<file path="src/rtl/rv32f_mem_responder.sv">
// rv32f_mem_responder: single-outstanding word memory responder; mem_* request/response side, bus_* core data bus side with wait states and timeout
module rv32f_mem_responder #(
  parameter int DATA_W  = 32,
  parameter int ADDR_W  = 32,
  parameter int TIMEOUT = 255,
  parameter int CNT_W   = 8
) (
  input  logic              CLK,
  input  logic              nRST,
  input  logic [ADDR_W-1:0] mem_addr,
  input  logic              mem_ren,
  input  logic              mem_wen,
  input  logic [DATA_W-1:0] mem_store,
  output logic              mem_busy,
  output logic [DATA_W-1:0] mem_load,
  output logic              mem_exception,
  output logic              mem_proto_err,
  output logic [ADDR_W-1:0] bus_addr,
  output logic              bus_ren,
  output logic              bus_wen,
  output logic [DATA_W-1:0] bus_wdata,
  output logic [3:0]        bus_byte_en,
  input  logic              bus_busy,
  input  logic [DATA_W-1:0] bus_rdata
);
  typedef enum logic [1:0] {IDLE, ACCESS, FAULT} state_t;
  localparam logic [CNT_W-1:0] LAST = CNT_W'(TIMEOUT - 1);
  state_t state_q, state_d;
  logic [CNT_W-1:0] cnt_q, cnt_d;
  logic [ADDR_W-1:0] addr_q, addr_d;
  logic [DATA_W-1:0] wdata_q, wdata_d, load_q, load_d;
  logic rd_q, rd_d, exc_q, exc_d, perr_q, perr_d;
  always_comb begin
    state_d = state_q;
    cnt_d   = cnt_q;
    addr_d  = addr_q;
    wdata_d = wdata_q;
    load_d  = load_q;
    rd_d    = rd_q;
    exc_d   = 1'b0;
    perr_d  = 1'b0;
    case (state_q)
      IDLE: if (mem_ren | mem_wen) begin
        addr_d  = mem_addr;
        wdata_d = mem_store;
        rd_d    = mem_ren;
        perr_d  = mem_ren & mem_wen;
        cnt_d   = '0;
        exc_d   = |mem_addr[1:0];
        state_d = |mem_addr[1:0] ? FAULT : ACCESS;
      end
      ACCESS: if (!bus_busy) begin
        state_d = IDLE;
        load_d  = rd_q ? bus_rdata : load_q;
      end else if (cnt_q == LAST) begin
        state_d = IDLE;
        load_d  = '0;
        exc_d   = 1'b1;
      end else begin
        cnt_d = cnt_q + 1'b1;
      end
      FAULT: begin
        state_d = IDLE;
        load_d  = '0;
      end
      default: state_d = IDLE;
    endcase
  end
  always_ff @(posedge CLK) begin
    if (nRST) begin
      state_q <= IDLE;
      cnt_q   <= '0;
      addr_q  <= '0;
      wdata_q <= '0;
      load_q  <= '0;
      rd_q    <= 1'b0;
      exc_q   <= 1'b0;
      perr_q  <= 1'b0;
    end else begin
      state_q <= state_d;
      cnt_q   <= cnt_d;
      addr_q  <= addr_d;
      wdata_q <= wdata_d;
      load_q  <= load_d;
      rd_q    <= rd_d;
      exc_q   <= exc_d;
      perr_q  <= perr_d;
    end
  end
  assign mem_busy      = state_q != IDLE;
  assign mem_load      = load_q;
  assign mem_exception = exc_q;
  assign mem_proto_err = perr_q;
  assign bus_addr      = addr_q;
  assign bus_wdata     = wdata_q;
  assign bus_ren       = (state_q == ACCESS) & rd_q;
  assign bus_wen       = (state_q == ACCESS) & ~rd_q;
  assign bus_byte_en   = {4{state_q == ACCESS}};
endmodule
</file>
<file path="config.mk">
export PLATFORM = sky130hd
export DESIGN_NAME = rv32f_mem_responder
export DESIGN_NICKNAME = d
export VERILOG_FILES = /design/src/rtl/rv32f_mem_responder.sv
export SDC_FILE = /design/constraint.sdc
export NUM_CORES = 1
export LEC_CHECK = 0
export ABC_CLOCK_PERIOD_IN_PS = 1600
export CAP_MARGIN = 20
export CORE_UTILIZATION = 37
export CTS_BUF_LIST = sky130_fd_sc_hd__clkbuf_2
export CTS_CLUSTER_SIZE = 25
export DETAILED_ROUTE_END_ITERATION = 10
export PLACE_DENSITY = 0.81
export SYNTH_ARGS = -nofsm -noshare
export SYNTH_HDL_FRONTEND = slang
export SYNTH_SLANG_ARGS = --single-unit
</file>
<file path="constraint.sdc">
create_clock -name CLK -period 1.6 [get_ports CLK]
set_input_delay 0.16 -clock CLK [delete_from_list [all_inputs] [get_ports CLK]]
set_output_delay 0.16 -clock CLK [all_outputs]
set_load 0.005 [all_outputs]
</file>
==> results.json, run 1 <==
{
  "clock_tree_from_tritoncts": "built",
  "layout_setup_ws_ns": -0.142,
  "whs_ns": 0.0502,
  "worst_ep_required_time_ns": 1.44,
  "worst_slew_pin_slew_ns": 0.377,
  "first_pass_iters": 4,
  "synth-edff-count": 0,
  "detailedPlacementHpwl_mm": 8.84,
  "yosys.area.top_type": "sky130_fd_sc_hd__dfxtp_1",
  "final_period_minus_worst_setup_slack_ns": 1.74,
  "synth.cell_area_sq_mm": 0.00402,
  "comb_power_share_pct": 28.8,
  "clkLatencyLatePin_ns": 0.59,
  "first_pass_grt_wire_length_mm": 19.5,
  "synth-async-reset-ratio_pct": 0,
  "outcome": "finished, violations left",
  "detailedPlace.worstSlack_ns": -0.0330,
  "route.final.wire_length_mm": 14.6,
  "clock_power_share_pct": 19.8,
  "slew_violations": 0,
  "cts_root_buffer": "sky130_fd_sc_hd__clkbuf_2",
  "postRouteAntennaNets": 0,
  "regToRegEndpoint": "mem_load[15]$_SDFFE_PP0P_",
  "die-width_microns": 106,
  "layout.cells.most_common_list": "132 x sky130_fd_sc_hd__nand2_1, 101 x sky130_fd_sc_hd__dfxtp_2, 99 x sky130_fd_sc_hd__clkdlybuf4s50_1, 98 x sky130_fd_sc_hd__dlygate4sd2_1, 42 x sky130_fd_sc_hd__a21oi_1",
  "grt_setup_unrepaired": "true",
  "finalNetCount": 810,
  "cts_inserted_buffers": 9,
  "grt_antenna_before_repair": 0,
  "power.switching_w": 0.00175,
  "synth.area.top_cells": "sky130_fd_sc_hd__dfxtp_1 54%, sky130_fd_sc_hd__nand2_1 13%, sky130_fd_sc_hd__a21oi_1 8.5%, sky130_fd_sc_hd__a22o_1 7.0%, sky130_fd_sc_hd__ha_1 1.6%",
  "vdd.ir_drop.worst_mv": 0.413,
  "initial_core_util_pct": 38.5,
  "post-route-cell-area_sq_mm": 0.00736,
  "ios": 206,
  "worst_setup_path_end_kind": "output pin",
  "sequentialPowerShare_pct": 51.4,
  "syn_avg_cell_area_sq_um": 8.92,
  "clk_path_buf_depth": 2,
  "synthesized_flop_and_latch_total": 109,
  "clk_transition_reported_paths_ns": 0.32,
  "final_min_period_over_clock_period_pct": 109,
  "final.setup_skew_ns": 0.0361,
  "post-place-cells": 782,
  "grt_remaining_overflow": 0,
  "max_freq_mhz": 574,
  "p_int_w": 0.00415,
  "drt-initial-drc-count": 257,
  "yosysWarnings": 0,
  "synth_net_count": 556,
  "final-instance-count-excl-fill": 844,
  "ff_latch_area_sq_mm": 0.00231,
  "max_slew_margin_pct": 74.8,
  "cts.htree.levels": 3,
  "via_count_of_the_first_global_routing_pass": 4067,
  "mostFrequentLayoutCell": "sky130_fd_sc_hd__nand2_1",
  "synthDominantCellAreaShare_pct": 54.3,
  "syn2layout_area_growth_pct": 83.3,
  "critical_path_class": "reg2out",
  "drive_gt1_share_pct": 35.2,
  "critical_path.max_fanout": 3,
  "grtUsageTotal_pct": 21.7,
  "core_area_sq_mm": 0.0104,
  "cellLeakagePower_nw": 3.28,
  "synth-seq-area-share_pct": 54.3,
  "violated_checks": "negative setup slack",
  "worst-r2r-cell-count": 8,
  "worst_ep_arrival_time_ns": 1.58,
  "grt_start_max_net_pins": 47,
  "min_delay_worst_endpoint": "bus_wdata[24]$_SDFFE_PP0N_",
  "clkSinkCount": 109,
  "gp_congestion": 0.796,
  "io_buffers": 205,
  "routed_wire_length_per_instance_microns": 17.3,
  "min_from": "mem_store[24]",
  "setup.worst_path.start_class": "flop",
  "worstHoldPathCells": 3,
  "fp.dieArea_sq_mm": 0.0113,
  "core.rowCount": 37,
  "antenna-diode-count": 0,
  "avgViaCountPerCell": 5.19,
  "fillCellCount": 767,
  "post_synth_inst_count": 450,
  "cellPowerDensity_mw_per_mm2": 801,
  "final_number_of_setup_violating_endpoints": 43,
  "report.final.hold_viol_count": 0,
  "via_count": 4384,
  "multi_input_comb_area_sq_mm": 0.00187,
  "r2r_slack_ns": -0.08,
  "drv_cap": 0,
  "netlist-cell-type-count": 44,
  "placed_cell_area_sq_mm": 0.00632,
  "post-route-drc-count": 0,
  "ys_dominant_reg_cell": "sky130_fd_sc_hd__dfxtp_1",
  "switching_power_share_of_the_total_pct": 29.7,
  "r2r_start": "state_q[0]$_SDFFE_PP0P_",
  "die_h_microns": 106,
  "hp-class": "in2reg"
}
## cell type report
type                    instances  area share (%)
flip-flops and latches        109            31.4
well taps                     136            2.31
clock inverters                 6           0.663
multi-input cells             300            25.4
repair buffers                277            39.2
inverters                       7           0.425
clock buffers                   9           0.612
## worst max-delay path by stage
stage	start	endpoint	slack [ns]	depth (start not counted)
6_report	state_q[0]$_SDFFE_PP0P_	bus_ren	-0.14	5
5_1_grt	state_q[0]$_SDFFE_PP0P_	bus_ren	-0.23	5
4_1_cts	state_q[0]$_SDFFE_PP0P_	bus_ren	-0.16	5
3_5_place_dp	state_q[1]$_SDFFE_PP0P_	mem_load[20]$_SDFFE_PP0P_	-0.03	7
3_3_place_gp	state_q[1]$_SDFFE_PP0P_	cnt_q[6]$_SDFFE_PP0P_	0.03	6
2_1_floorplan	state_q[1]$_SDFFE_PP0P_	mem_load[10]$_SDFFE_PP0P_	0.003	7
## sequential cells by signal, summed over array words and instances, names as in the netlist
name and flops:
bus_addr 32, state_q 2, bus_wdata 32, mem_exception 1
cnt_q 8, mem_proto_err 1, rd_q 1, mem_load 32
## what timing repair did
item,in CTS,in global routing
endpoints found under the hold margin,0,1
hold buffers,0,1
gates cloned,0,21
pin swaps,3,64
gates resized for setup,259,60
setup buffers,17,8
setup endpoints to repair,143,96
## worst max-delay path: stages (launching register included)
cell and delay, ns:
sky130_fd_sc_hd__dfxtp_2 0.39, sky130_fd_sc_hd__buf_6 0.11, sky130_fd_sc_hd__ha_4 0.15, sky130_fd_sc_hd__buf_6 0.12, sky130_fd_sc_hd__and2_4 0.15, sky130_fd_sc_hd__buf_6 0.11
## cells by family (layout without fill, tap and decap cells)
group,count (synthesis),after routing,synth area share (%)
DFF,109,109,54.3
adders and majority gates,5,5,1.56
and+or+nand+nor,169,169,18.1
AOI/OAI and AO/OA,125,126,20.5
buffers and inverters,42,299,5.52
## cells in the mapped netlist, types with 2 or more instances
cell type,instances
sky130_fd_sc_hd__a22o_1,32
sky130_fd_sc_hd__ha_1,5
sky130_fd_sc_hd__nor2b_1,3
sky130_fd_sc_hd__nand2b_1,6
sky130_fd_sc_hd__or3_1,2
sky130_fd_sc_hd__buf_4,6
sky130_fd_sc_hd__o21ai_0,8
sky130_fd_sc_hd__nand3_1,4
sky130_fd_sc_hd__nor3b_1,2
sky130_fd_sc_hd__buf_6,4
sky130_fd_sc_hd__nand2_1,136
sky130_fd_sc_hd__inv_1,7
sky130_fd_sc_hd__buf_2,9
sky130_fd_sc_hd__a31oi_1,2
sky130_fd_sc_hd__a21oi_1,68
sky130_fd_sc_hd__nand4_1,3
sky130_fd_sc_hd__clkbuf_1,9
sky130_fd_sc_hd__a221oi_1,2
sky130_fd_sc_hd__buf_1,7
sky130_fd_sc_hd__dfxtp_1,109
sky130_fd_sc_hd__nor2_1,3
## power by group through the flow
stage	Clock [W]	Sequential, W	Combinational (W)
global route	0.00132	0.00306	0.00181
finish	0.00117	0.00303	0.00170
global placement	0	0.00304	0.00124
floorplan	0	0.00306	0.000453
detailed placement	0	0.00305	0.00127
CTS	0.00119	0.00303	0.00124
## per-stage QoR
stage | TNS, ns | util [%] | total power (W)
6_report | -2.11 | 70.7 | 0.00590
3_3_place_gp | 0 | 60.6 | 0.00429
2_1_floorplan | 0 | - | 0.00352
3_5_place_dp | -0.235 | 60.6 | 0.00432
4_1_cts | -2.57 | 63.8 | 0.00546
5_1_grt | -6.23 | 70.7 | 0.00618
## layer usage
layer  track usage [%]  part of all wire (%)  routed length, microns
met1              25.2                    40                    5860
met2              38.5                    50                    7330
met3              5.40                   8.0                    1170
met4              7.54                   1.9                     271
met5                 0                     0                       0
Note: power is estimated with default switching activity, not from simulation.
==> inputs of run 2 (changes only) <==
--- a/config.mk
+++ b/config.mk
@@ -9,6 +9,7 @@
 export CAP_MARGIN = 20
 export CORE_UTILIZATION = 37
 export CTS_BUF_LIST = sky130_fd_sc_hd__clkbuf_2
+export CTS_CLUSTER_DIAMETER = 150
 export CTS_CLUSTER_SIZE = 25
 export DETAILED_ROUTE_END_ITERATION = 10
 export PLACE_DENSITY = 0.81
==> results of run 2 <==
The final DEF is identical to that of run 1; final timing and power are the same.
